<file path="src/rtl/router_decap_ctrl.sv">
// Receive-side decapsulation controller: pops Aurora words, parses the header and
// writes local payloads to memory, forwards transit packets or drains bad ones.
// Optional saturating drop counter is enabled by defining DECAP_DROP_CNT_EN.
module router_decap_ctrl #(
   parameter int AURORA_DATA_WIDTH      = 64,
   parameter int ADDR_WIDTH             = 10,
   parameter int NUMBER_PACKET          = 19,
   parameter int RECOGNIZE_ROUTER_WIDTH = 2,
   parameter int ROUTER_ID              = 0
) (
   input  logic                         clk,
   input  logic                         rst_n,
   input  logic                         rx_empty,
   output logic                         rx_rd,
   input  logic [AURORA_DATA_WIDTH-1:0] rx_data,
   output logic                         arbiter_write_req,
   input  logic                         arbiter_write_gnt,
   output logic [ADDR_WIDTH-1:0]        arbiter_dst_addr,
   output logic                         mem_we,
   output logic [ADDR_WIDTH-1:0]        mem_addr,
   output logic [AURORA_DATA_WIDTH-1:0] mem_wdata,
   input  logic                         fwd_afull,
   output logic                         fwd_we,
   output logic [AURORA_DATA_WIDTH-1:0] fwd_data,
   output logic [8:0]                   header_pkt_recv,
   output logic                         decap_done,
   output logic                         pkt_drop
`ifdef DECAP_DROP_CNT_EN
   ,
   input  logic                         drop_cnt_clr,
   output logic [7:0]                   drop_cnt
`endif
);

   localparam int CNT_W    = 6;
   localparam int TTL_LSB  = 62;
   localparam int PKTN_LSB = 57;
   localparam int SRC_LSB  = 55;
   localparam int DST_LSB  = 53;
   localparam int LEN_LSB  = 48;

   typedef enum logic [2:0] {
      S_IDLE,
      S_HDR,
      S_ARB,
      S_LOCAL,
      S_FWD_HDR,
      S_FWD,
      S_DRAIN,
      S_DONE
   } state_t;

   state_t                         state, next_state;
   logic                           armed;
   logic                           pop_d;
   logic [CNT_W-1:0]               issued;
   logic [CNT_W-1:0]               written;
   logic [CNT_W-1:0]               len_q;
   logic [ADDR_WIDTH-1:0]          dst_addr_q;
   logic [AURORA_DATA_WIDTH-1:0]   hdr_fwd_q;
   logic                           drop_q;

   logic [1:0]                     hdr_ttl;
   logic [1:0]                     hdr_ttl_dec;
   logic [RECOGNIZE_ROUTER_WIDTH-1:0] hdr_dst;
   logic [CNT_W-1:0]               hdr_len;
   logic                           hdr_bad;
   logic                           hdr_local;
   logic                           hdr_drop;
   logic                           more_to_pop;
   logic                           payload_we;
   logic                           last_write;

   // Header fields are only meaningful while in S_HDR, the cycle after the pop.
   assign hdr_ttl     = rx_data[TTL_LSB +: 2];
   assign hdr_ttl_dec = hdr_ttl - 2'd1;
   assign hdr_dst     = rx_data[DST_LSB +: RECOGNIZE_ROUTER_WIDTH];
   assign hdr_len     = {1'b0, rx_data[LEN_LSB +: 5]};
   assign hdr_bad     = (hdr_len == '0) || (hdr_len > CNT_W'(NUMBER_PACKET));
   assign hdr_local   = (hdr_dst == RECOGNIZE_ROUTER_WIDTH'(ROUTER_ID));
   assign hdr_drop    = hdr_bad || (!hdr_local && (hdr_ttl == 2'd0));

   assign more_to_pop = (issued < len_q);
   assign payload_we  = pop_d && ((state == S_LOCAL) || (state == S_FWD));
   assign last_write  = payload_we && (written == (len_q - CNT_W'(1)));

   always_comb begin
      // NOTE: defaults first, so no branch below can leave a signal unassigned and infer a latch.
      next_state = state;
      rx_rd      = 1'b0;
      unique case (state)
         S_IDLE: begin
            if (armed && !rx_empty) begin
               rx_rd      = 1'b1;
               next_state = S_HDR;
            end
         end
         S_HDR: begin
            if (hdr_drop)       next_state = S_DRAIN;
            else if (hdr_local) next_state = S_ARB;
            else                next_state = S_FWD_HDR;
         end
         S_ARB: begin
            if (arbiter_write_gnt) next_state = S_LOCAL;
         end
         S_LOCAL: begin
            rx_rd = !rx_empty && arbiter_write_gnt && more_to_pop;
            if (last_write) next_state = S_DONE;
         end
         S_FWD_HDR: begin
            next_state = S_FWD;
         end
         S_FWD: begin
            rx_rd = !rx_empty && !fwd_afull && more_to_pop;
            if (last_write) next_state = S_DONE;
         end
         S_DRAIN: begin
            rx_rd = !rx_empty && more_to_pop;
            if (!more_to_pop) next_state = S_DONE;
         end
         S_DONE: begin
            next_state = S_IDLE;
         end
         default: next_state = S_IDLE;
      endcase
   end

   always_ff @(posedge clk or negedge rst_n) begin
      if (!rst_n) begin
         state           <= S_IDLE;
         armed           <= 1'b0;
         pop_d           <= 1'b0;
         issued          <= '0;
         written         <= '0;
         len_q           <= '0;
         dst_addr_q      <= '0;
         hdr_fwd_q       <= '0;
         drop_q          <= 1'b0;
         header_pkt_recv <= '0;
      end else begin
         // NOTE: non-blocking assignments so every flop samples pre-edge values regardless of statement order.
         state <= next_state;
         armed <= 1'b1;
         pop_d <= rx_rd;
         if (state == S_HDR) begin
            len_q           <= hdr_len;
            dst_addr_q      <= rx_data[ADDR_WIDTH-1:0];
            hdr_fwd_q       <= {hdr_ttl_dec, rx_data[TTL_LSB-1:0]};
            drop_q          <= hdr_drop;
            header_pkt_recv <= {rx_data[TTL_LSB +: 2], rx_data[PKTN_LSB +: 5], rx_data[SRC_LSB +: 2]};
            issued          <= '0;
            written         <= '0;
         end else begin
            if (rx_rd)      issued  <= issued + CNT_W'(1);
            if (payload_we) written <= written + CNT_W'(1);
         end
      end
   end

   // Data outputs are gated to zero whenever their strobe is low.
   assign arbiter_write_req = (state == S_ARB) || (state == S_LOCAL);
   assign arbiter_dst_addr  = arbiter_write_req ? dst_addr_q : '0;

   assign mem_we    = pop_d && (state == S_LOCAL);
   assign mem_addr  = mem_we ? (dst_addr_q + ADDR_WIDTH'(written)) : '0;
   assign mem_wdata = mem_we ? rx_data : '0;

   assign fwd_we   = (state == S_FWD_HDR) || (pop_d && (state == S_FWD));
   assign fwd_data = (state == S_FWD_HDR) ? hdr_fwd_q : (fwd_we ? rx_data : '0);

   assign decap_done = (state == S_DONE);
   assign pkt_drop   = (state == S_DONE) && drop_q;

`ifdef DECAP_DROP_CNT_EN
   always_ff @(posedge clk or negedge rst_n) begin
      if (!rst_n) begin
         drop_cnt <= '0;
      end else if (drop_cnt_clr) begin
         drop_cnt <= '0;
      end else if (pkt_drop && (drop_cnt != 8'hFF)) begin
         drop_cnt <= drop_cnt + 8'd1;
      end
   end
`endif

endmodule

</file>
<file path="config.mk">
export PLATFORM = sky130hd
export DESIGN_NAME = router_decap_ctrl
export DESIGN_NICKNAME = d
export VERILOG_FILES = /design/src/rtl/router_decap_ctrl.sv
export SDC_FILE = /design/constraint.sdc
export NUM_CORES = 1
export LEC_CHECK = 0
export CORE_UTILIZATION = 44
export DETAILED_ROUTE_END_ITERATION = 6
export PLACE_DENSITY = 0.81
export SLEW_MARGIN = 5
export SYNTH_ARGS = -nofsm -noshare
export SYNTH_HDL_FRONTEND = slang
export SYNTH_SLANG_ARGS = --single-unit
</file>
<file path="constraint.sdc">
create_clock -name clk -period 3.3 [get_ports clk]
set_clock_uncertainty 0.1 [all_clocks]
set_input_delay 0.99 -clock clk [delete_from_list [all_inputs] [get_ports clk]]
set_output_delay 0.99 -clock clk [all_outputs]
set_load 0.02 [all_outputs]
</file>
# Word-level counts from Yosys, hierarchy flattened
# Index checks and enable logic that the tools add are counted.
# totals
ff_bits	106
inputBits	69
output_inout_bits	163
elab_cells	75
# op_classes
n_addsub	5
order_cmp	2
eq_ne	12
mux	18
n_reduce_logical	28
# ops
op	n
$mux W64	3
$mux W6	4
$pmux W3 S7	1
$mux W10	2
$mux W3	6
$add A6 B1 Y6 const B	2
$eq A3 B3 Y1 const B	4
$logic_and A1 B1 Y1	12
$add A10 B6 Y10	1
$eq A3 B2 Y1 const B	2
$eq A6 B6 Y1	1
$logic_not A6 Y1	1
$lt A6 B5 Y1	1
$ne A2 B2 Y1 const B	3
$sub A5 B1 Y6 const B	1
$gt A5 B5 Y1 const B	1
$logic_or A1 B1 Y1	5
$logic_not A2 Y1	2
$pmux W1 S4	1
$reduce_and A4 Y1	1
$reduce_bool A2 Y1	2
$eq A3 B1 Y1 const B	1
$logic_not A1 Y1	3
$logic_not A3 Y1	1
other kinds (4)	4

# Longest topological paths before layout
# depth
depth_word	6
mapped_depth	9
mapped_depth_nobuf	9

# Worst setup path before layout
# No wires, ideal clock.
# synth_timing
path_type	input -> output
start	input port rx_empty
end	output port rx_rd
arrival_time_ps	2218
t_required_ps	2210
setup_slack_ps	-8
path_stages	4
path_buffers	0
path_cell_list	or4_1 > a221oi_1 > nor2_1 > inv_1
# synth_via
elab_chain_cells	4
elab_cells_between_ends	9
cone_classes	2 x mux; 7 x reduce/logical
# synth_rtl
element	line	rtl
start: declaration	13	input logic rx_empty,
$logic_not A1 Y1 (*)	--	
$logic_and A1 B1 Y1, on equally long branches	93, 107, 114	
$mux W1, or another cell as far along	93	if (armed && !rx_empty) begin
$pmux W1 S4 (*)	91	unique case (state)
end: declaration	14	output logic rx_rd,
# Mark *: on every way between the ends. The rest lies on a longest branch, timed or not.

# Final worst setup path
# Ends and elaborated chain as after synthesis.

==> impl_metrics.ini <==
[run_status]
status = complete, but fails checks
violations = setup timing

[placed_design]
hpwlAfterDp_mm = 12.6
dp_slack_ns = -0.744
port_buffers = 231
gp_congestion = 0.881
place_inst = 1193

[setup_path]
rrSetupSlack_ns = 0.64
crit_arrival_ns = 2.29
cp_max_fo = 2
r2r_end = issued[3]
crit_type = in2out
worstReg2RegStart = state[0]
reg2reg_depth = 9
cp-start-kind = input pin
critPathCaptureType = primary output
required_ns = 2.21

[synth]
synth_top_area_share_pct = 37.9
synth_edf_count = 0
yosysWarningCount = 0
synthTopCellsByArea = dfrtp_1 38%, nand2_1 21%, and2_1 8.7%, a21oi_1 6.1%, ha_1 3.2%
synth_area_leader_cell = dfrtp_1
yosysSeqAreaShare_pct = 37.9
netlist_instances = 779
synthesis.area_um2 = 5550
async_flop_share_pct = 100
syn-num-nets = 864
ys_ff_latch = 84
ys.flop_type = dfrtp_1
syn_area_per_cell_um2 = 7.12
ys_types = 49

[global_route]
antenna_found_initial = 0
grt_pass1_vias = 5848
grt_max_degree = 46
grt_overflow = 0
grt_pass1_wl_mm = 28.8
grt_use_total_pct = 27.9

[floorplan]
start_util_pct = 45.6
die-width_um = 114
num_rows = 40
ios = 232
fp.coreArea_um2 = 12200
die-area_um2 = 13100
die_y_um = 114

[finish]
syn_to_final_growth_pct = 55.0
layout-drive-gt1-share_pct = 16.4
ff_latch_area_um2 = 2100
n_antenna_cell = 0
final_nets = 1128
layout.cells.non_filler = 1215
fill_cells = 1012
multi_input_area_um2 = 3200

[timing]
fmax_ghz = 0.296
hold_violations = 0
period_share_pct = 102
rsz0062_at_grt = true
drv_slew = 0
fin_crit_ns = 3.38
setup-violations-final = 2
fin_ws_ns = -0.0760
tightest_slew_ns = 0.548
relSlewSlack_pct = 63.5

[power_and_ir_drop]
p_leak_nw = 4.36
peakVddDrop_mv = 0.337
powerDensity_nw_per_um2 = 789
total_power_w = 0.00678

[routing]
drc = 0
vias = 6221
wl_per_cell_um = 15.0
drt_first_pass_iters = 5
drt_iter0_drc = 326
via_per_inst = 5.12
drt_wl_total_mm = 18.2
ant_nets = 0

[cts]
worstSkewPairLatency_ns = 0.33
cts_tree = yes
clockBufferDepth = 2
holdBufCountCts = 0
cts_buffers = 9
clk_pin_slew_ns = 0.06
cts.sinks = 84
htreeDepth = 3
ctsRootBufferMaster = clkbuf_16

[hold_path]
min_to = hdr_fwd_q[44]
min-delay-start = hdr_fwd_q[44]
hold_depth = 2
min_path_type = reg2reg

[job]
cap_violations = 0
## Yosys cell counts (all sizes together) (3+ instances only)
cell type  number
a21oi          69
a221oi          3
and2           77
and3            4
buf            14
clkbuf         41
dfrtp          84
ha             14
inv            19
nand2         314
nand3           9
nor2           31
nor2b           7
nor3           14
o21ai          23
xnor2          10
xor2           10
## cell usage in the layout (no fill, tap or decap), types with 3 or more instances in the layout
cell	netlist	layout
nand2_1	314	313
dlygate4sd2_1	0	33
clkdlybuf4s15_1	0	52
inv_2	0	4
ha_1	14	13
inv_1	19	15
buf_4	7	67
nor3_1	13	13
and3_1	4	4
nand3_1	9	9
xor2_1	10	10
nor2b_1	7	6
clkinv_2	0	3
clkbuf_16	0	11
clkbuf_2	0	43
buf_12	0	10
o21ai_0	23	19
clkbuf_1	41	3
o21ai_1	0	3
nor2_1	31	29
dfrtp_1	84	84
and2_1	77	76
xnor2_1	10	10
clkdlybuf4s50_1	0	88
buf_2	2	8
a21oi_1	68	67
## where the power goes
group,internal [W],total [W],leakage (nW),switching (W)
clock,0.000503,0.000903,0.126,0.000400
combinational,0.00168,0.00406,3.19,0.00238
sequential,0.00151,0.00182,1.04,0.000312
total,0.00369,0.00678,4.36,0.00310
## cells by family after synthesis
logic type | synth area share [%]
compound gates | 11.3
xor+xnor | 3.16
fa+ha+maj | 4.06
buf+inv | 5.53
flops | 37.9
mux | 0.632
other cells | 0.0676
simple gates | 37.3
## layout make-up
| cell class | count | area share [%] |
|---|---|---|
| Clock buffer | 12 | 2.75 |
| Sequential cell | 84 | 24.5 |
| Inverter | 19 | 0.830 |
| Clock inverter | 3 | 0.175 |
| Multi-Input combinational cell | 621 | 37.2 |
| Tap cell | 168 | 2.45 |
| Timing Repair Buffer | 308 | 32.1 |
## worst max path at each step
stage / from / to / slack (ns)
2_1_floorplan: written[0] / mem_addr[6] / 0.01
3_3_place_gp: rx_empty / rx_rd / -0.73
3_5_place_dp: rx_empty / rx_rd / -0.74
4_1_cts: fwd_afull / rx_rd / -0.11
5_1_grt: fwd_afull / rx_rd / -0.12
6_report: rx_empty / rx_rd / -0.08
## critical path: stages
cell and delay, ns:
dlygate4sd2_1 0.25, or4_4 0.51, a221oi_2 0.26, nor2_2 0.09, inv_2 0.07, buf_6 0.11
## layer usage
layer / GRT usage [%] / up-vias / wire (µm)
met5: 0 / - / 0
met4: 9.26 / 0 / 325
met3: 5.61 / 26 / 1010
met2: 48.0 / 205 / 9010
met1: 35.1 / 2978 / 7880
li1: - / 3012 / -
## registers in the layout (all words and copies together), names as in the netlist
| signal | flops |
|---|---|
| written | 6 |
| state | 3 |
| drop_q | 1 |
| pop_d | 1 |
| hdr_fwd_q | 48 |
| dst_addr_q | 9 |
| issued | 6 |
| header_pkt_recv | 9 |
| armed | 1 |
## repair_timing
| action | 4_1_cts | 5_1_grt |
|---|---|---|
| resized for setup | 207 | 145 |
| setup endpoints to repair | 141 | 131 |
| gates cloned | 0 | 2 |
| buffers inserted | 4 | 2 |
| pin swaps | 10 | 7 |
## per-stage QoR
step	area (µm²)	hold WS [ns]	TNS [ns]	util, %
finish	8600	0.374	-0.0827	70.7
global route	8600	0.397	-0.404	70.7
CTS	8640	0.378	-0.141	71.1
detailed placement	8490	0.363	-11.17	69.8
global placement	8490	0.358	-10.48	69.8
floorplan	5550	0.346	0	-
Note: power is estimated with default switching activity, not from simulation.
